==> config.mk <==
export PLATFORM = sky130hd
export DESIGN_NAME = point_rx_buffer
export DESIGN_NICKNAME = d
export VERILOG_FILES = /design/src/rtl/point_rx_pkg.sv /design/src/rtl/point_rx_ram.sv /design/src/rtl/point_rx_buffer.sv
export SDC_FILE = /design/constraint.sdc
export NUM_CORES = 1
export LEC_CHECK = 0
export CAP_MARGIN = 5
export CORE_MARGIN = 2
export CORE_UTILIZATION = 64
export DETAILED_ROUTE_END_ITERATION = 8
export PLACE_DENSITY = 0.84
export SYNTH_ARGS = -nofsm -noshare
export SYNTH_HDL_FRONTEND = slang
export SYNTH_HIERARCHICAL = 1
export SYNTH_SLANG_ARGS = --single-unit
==> constraint.sdc <==
create_clock -name clock -period 9.03 [get_ports clock]
set_input_delay 1.3545 -clock clock [delete_from_list [all_inputs] [get_ports clock]]
set_output_delay 1.3545 -clock clock [all_outputs]
set_load 0.02 [all_outputs]
==> src/rtl/point_rx_pkg.sv <==
// Shared defaults and helpers for the point-link receive buffer.
// Used by point_rx_buffer and point_rx_ram.
package point_rx_pkg;

    localparam int DEF_WIDTH        = 8;
    localparam int DEF_DEPTH        = 16;
    localparam int DEF_AFULL_MARGIN = 2;

    // Address bits plus one wrap bit, so full and empty can be told apart.
    function automatic int ptr_w(input int depth);
        return $clog2(depth) + 1;
    endfunction

endpackage

==> src/rtl/point_rx_ram.sv <==
// Storage for the receive buffer: DEPTH x WIDTH words.
// One synchronous write port and one asynchronous (show-ahead) read port.
module point_rx_ram
    import point_rx_pkg::*;
#(
    parameter int WIDTH = DEF_WIDTH,
    parameter int DEPTH = DEF_DEPTH,
    parameter int AW    = $clog2(DEPTH)
) (
    input  logic             clock,
    input  logic             we,
    input  logic [AW-1:0]    waddr,
    input  logic [WIDTH-1:0] wdata,
    input  logic [AW-1:0]    raddr,
    output logic [WIDTH-1:0] rdata
);

    logic [WIDTH-1:0] mem [DEPTH];

    always_ff @(posedge clock) begin
        if (we) begin
            mem[waddr] <= wdata;
        end
    end

    assign rdata = mem[raddr];

endmodule

==> src/rtl/point_rx_buffer.sv <==
// Receive-side elastic buffer behind a point_slave_io endpoint, with a registered credit.
// Optional running checksum of accepted words when POINT_RX_CHECKSUM_EN is defined.
module point_rx_buffer
    import point_rx_pkg::*;
#(
    parameter int WIDTH        = DEF_WIDTH,
    parameter int DEPTH        = DEF_DEPTH,
    parameter int AFULL_MARGIN = DEF_AFULL_MARGIN
) (
    input  logic                      clock,
    input  logic                      reset_n,
    input  logic [WIDTH-1:0]          link_data,
    input  logic                      link_valid,
    output logic                      link_resp,
    output logic [WIDTH-1:0]          out_data,
    output logic                      out_valid,
    input  logic                      out_ready,
    output logic [ptr_w(DEPTH)-1:0]   level,
    output logic                      overflow,
    input  logic                      clr
`ifdef POINT_RX_CHECKSUM_EN
    ,
    output logic [WIDTH-1:0]          checksum
`endif
);

    localparam int PW = ptr_w(DEPTH);
    localparam int AW = PW - 1;

    localparam logic [PW-1:0] DEPTH_L  = PW'(DEPTH);
    localparam logic [PW-1:0] MARGIN_L = PW'(AFULL_MARGIN);
    localparam logic [PW-1:0] ONE_L    = PW'(1);

    logic [PW-1:0]    wr_ptr;
    logic [PW-1:0]    rd_ptr;
    logic [PW-1:0]    free_cnt;
    logic             full;
    logic             empty;
    logic             push;
    logic             pop;
    logic             drop;
    logic [WIDTH-1:0] ram_rdata;

    assign full  = (wr_ptr[PW-1] != rd_ptr[PW-1]) && (wr_ptr[AW-1:0] == rd_ptr[AW-1:0]);
    assign empty = (wr_ptr == rd_ptr);
    assign level = wr_ptr - rd_ptr;

    assign out_valid = !empty;
    assign pop       = out_valid && out_ready;
    assign push      = link_valid && (!full || pop);
    assign drop      = link_valid && full && !pop;

    // Mask the raw RAM word so out_data reads 0 whenever nothing is presented.
    assign out_data = out_valid ? ram_rdata : '0;

    point_rx_ram #(
        .WIDTH (WIDTH),
        .DEPTH (DEPTH),
        .AW    (AW)
    ) u_ram (
        .clock (clock),
        .we    (push),
        .waddr (wr_ptr[AW-1:0]),
        .wdata (link_data),
        .raddr (rd_ptr[AW-1:0]),
        .rdata (ram_rdata)
    );

    always_ff @(posedge clock or negedge reset_n) begin
        if (!reset_n) begin
            wr_ptr <= '0;
            rd_ptr <= '0;
        end else begin
            if (push) begin
                wr_ptr <= wr_ptr + ONE_L;
            end
            if (pop) begin
                rd_ptr <= rd_ptr + ONE_L;
            end
        end
    end

    // Drop has priority over clear so a loss in the clearing cycle is not hidden.
    always_ff @(posedge clock or negedge reset_n) begin
        if (!reset_n) begin
            overflow <= 1'b0;
        end else if (drop) begin
            overflow <= 1'b1;
        end else if (clr) begin
            overflow <= 1'b0;
        end
    end

    // Credit is registered from the current occupancy, so it trails level by one edge;
    // AFULL_MARGIN absorbs that lag plus the endpoint round trip.
    assign free_cnt = DEPTH_L - level;

    always_ff @(posedge clock or negedge reset_n) begin
        if (!reset_n) begin
            link_resp <= 1'b1;
        end else begin
            link_resp <= (free_cnt >= MARGIN_L);
        end
    end

`ifdef POINT_RX_CHECKSUM_EN
    always_ff @(posedge clock or negedge reset_n) begin
        if (!reset_n) begin
            checksum <= '0;
        end else if (clr) begin
            checksum <= push ? link_data : '0;
        end else if (push) begin
            checksum <= checksum + link_data;
        end
    end
`endif

endmodule
==> impl_metrics.yaml <==
layout:
  drive_above_1_share_pct: 17.4
  finalNetCount: 366
  area_growth_syn_to_layout_pct: 16.2
  n_antenna_cell: 0
  final_cells: 465
floorplan:
  start_util_pct: 66.3
  fp.dieW_um: 99.3
  core_area_um2: 8760
  dieArea_um2: 9860
  die_h_um: 99.3
  io_pins: 29
  rows: 34
sta:
  setup_viol: 0
  worst_slew_pin_slew_ns: 1.18
  fmax_mhz: 218
  drv_slew: 0
  max_slew_margin_pct: 20.9
  rsz0062_at_grt: "false"
  final.setup.tns_ns: 0
  skew_ns: 0.0131
  final.period_utilization_pct: 50.7
  whs_ns: 0.532
  hold_viol: 0
  fin_crit_ns: 4.58
power_and_ir_drop:
  ir_worst_vdd_v: 0.000194
  power_mw: 2.55
  p_leak_nw: 2.31
  p_per_area_nw_per_um2: 378
clock_network:
  clock_sinks: 140
  htreeDepth: 4
  clk_root_buffer_cell: "clkbuf_8"
  clk_path_buf_depth: 2
  clk_latency_ns: 0.52
  cts_buffers: 17
  clk_pin_slew_ns: 0.07
  postCtsHoldBufs: 0
  cts_resized: 0
  cts_tree: "built"
  post_cts_buffers: 0
synthesis:
  synthCells: 304
  ys_ff_latch: 140
  netlist_area_um2: 5810
  syn_nets: 326
  seq_area_frac_synth_pct: 71.3
  synth_most_common_cell: "edfxtp_1"
  yosysUniqueCellTypes: 38
  syn_area_per_cell_um2: 19.1
  netlist_top_cells_area: "edfxtp_1 66%, mux4_2 7.0%, mux4_1 6.3%, dfrtp_1 4.7%, a22oi_1 2.1%"
  synthArstFlopShare_pct: 8.57
  synth-main-ff-cell: "edfxtp_1"
  synth_edf_count: 128
  synth.top_cell.area_share_pct: 66.1
  synth_common_cells: "128 x edfxtp_1, 18 x mux4_2, 16 x a22oi_1, 16 x nor2_1"
  yosys_warnings: 6
  yosys.area.top_type: "edfxtp_1"
placement:
  dp_cells: 433
  place_congestion: 0.798
  io_buffers: 28
  hpwl_um: 6860
outcome:
  status: "complete, no violations"
detailed_routing:
  dr.pass1.iters: 7
  vias: 3071
  wl_per_cell_um: 26.0
  drt_iter0_drc: 311
  wl_um: 12100
  antenna_left: 0
  vias_per_cell: 6.60
  drcViolationCount: 0
global_route:
  grt_pass1_vias: 3041
  grt_max_degree: 37
  grt.overflow.total: 0
  grt_usage_pct: 26.1
  grt_pass1_wl_um: 18200
  antenna_found_initial: 0
worst_setup_path:
  crit_fanout: 36
  worstSetupPathType: "reg -> out"
  worstPathBufferInverterCount: 2
  crit_chain: "buf_4 -> mux4_1 -> a22oi_1 -> nand2_1 -> nor2b_1 -> clkdlybuf4s50_1"
  endpoint_kind: "output pin"
  cp.required_ns: 7.68
  crit_path_start_kind: "flop"
  cp_slowest_cell: "mux4_1"
  cpPeakStageDelay_ns: 0.67
  crit_family: "buffers and inverters"
  arrival_ns: 3.22
worst_hold_path:
  hold_class: "reg -> reg"
job:
  max-cap-violations: 0
-- metrics by stage --
step           utilization (%)  area, um^2  worst slack [ns]
2_1_floorplan                -        5810              5.90
4_1_cts                   77.1        6760              4.40
5_1_grt                   77.1        6760              4.27
3_3_place_gp              70.4        6170              4.81
3_5_place_dp              70.4        6170              4.71
6_report                  77.1        6760              4.45
-- final cells by class --
| cell class | instances | area, um^2 |
|---|---|---|
| clock buffers | 17 | 414 |
| fillers | 484 | 2010 |
| clock inverters | 15 | 175 |
| flip-flops and latches | 140 | 4150 |
| multi-input cells | 143 | 1540 |
| inverters | 10 | 37.5 |
| repair buffers | 32 | 310 |
| well taps | 108 | 135 |
-- per-layer routing --
metal	vias up	wire length [um]	track usage, %
met3	26	875	5.06
li1	1308	-	-
met4	0	223	9.38
met5	-	0	0
met1	1574	4770	35.3
met2	163	6230	43.5
-- cell families after synthesis --
group	after synthesis	synth area share (%)
AOI/OAI and AO/OA	23	2.86
and+or+nand+nor	66	6.05
adders and majority gates	9	2.07
muxes	33	13.5
buffers and inverters	21	2.32
xor gates and xnor gates	12	1.94
DFF	140	71.3
-- registers in the layout, summed over array words and instances, names as in the netlist --
register	flops
link_resp	1
overflow	1
rd_ptr	5
u_ram/mem	128
wr_ptr	5
-- where the power goes --
group	switching [mW]	internal [mW]	total, mW	leakage [nW]
clock network	0.287	0.404	0.691	0.288
registers	0.0595	0.799	0.858	1.30
logic	0.552	0.450	1.00	0.724
total	0.899	1.65	2.55	2.31
-- path summary, 6_finish.rpt --
path | startpoint | end | slack [ns] | cells past startpoint
worst max-delay path | rd_ptr[0] | out_data[2] | 4.45 | 6
worst min-delay path | rd_ptr[4] | rd_ptr[4] | 0.53 | 1
worst max register to register | rd_ptr[0] | u_ram/mem[0][0] | 4.97 | 7
worst min register to register | rd_ptr[4] | rd_ptr[4] | 0.53 | 1
max in group asynchronous | reset_n | rd_ptr[0] | 7.41 | 1
min in group asynchronous | reset_n | wr_ptr[4] | 1.20 | 1
-- worst register-to-register path, cell delays in order (launching register included) --
cell and delay, ns:
dfrtp_2 0.34, buf_4 0.53, ha_1 0.44, nand4_1 0.20, nor3b_2 0.08, nor2b_1 0.61
or3b_2 0.56, nor3_1 0.92
-- layout by cell type, fill, tap and decap left out, types with 2 or more instances in the layout --
master           count
inv_8                3
nand3b_1             2
mux4_1              14
xor2_1               2
mux4_2              18
nand4_1              5
nand2b_1             3
a22oi_1             16
nand3_1              2
clkbuf_16           16
nor3_1               3
nor2b_1             12
dfrtp_1             10
bufinv_16            2
nand2_1             14
ha_1                 8
o21ai_0              3
nor2_1              16
clkdlybuf4s50_1     28
inv_6                7
edfxtp_1           128
inv_1               10
buf_4                4
xnor2_1              9
(Power assumes the default switching activity.)
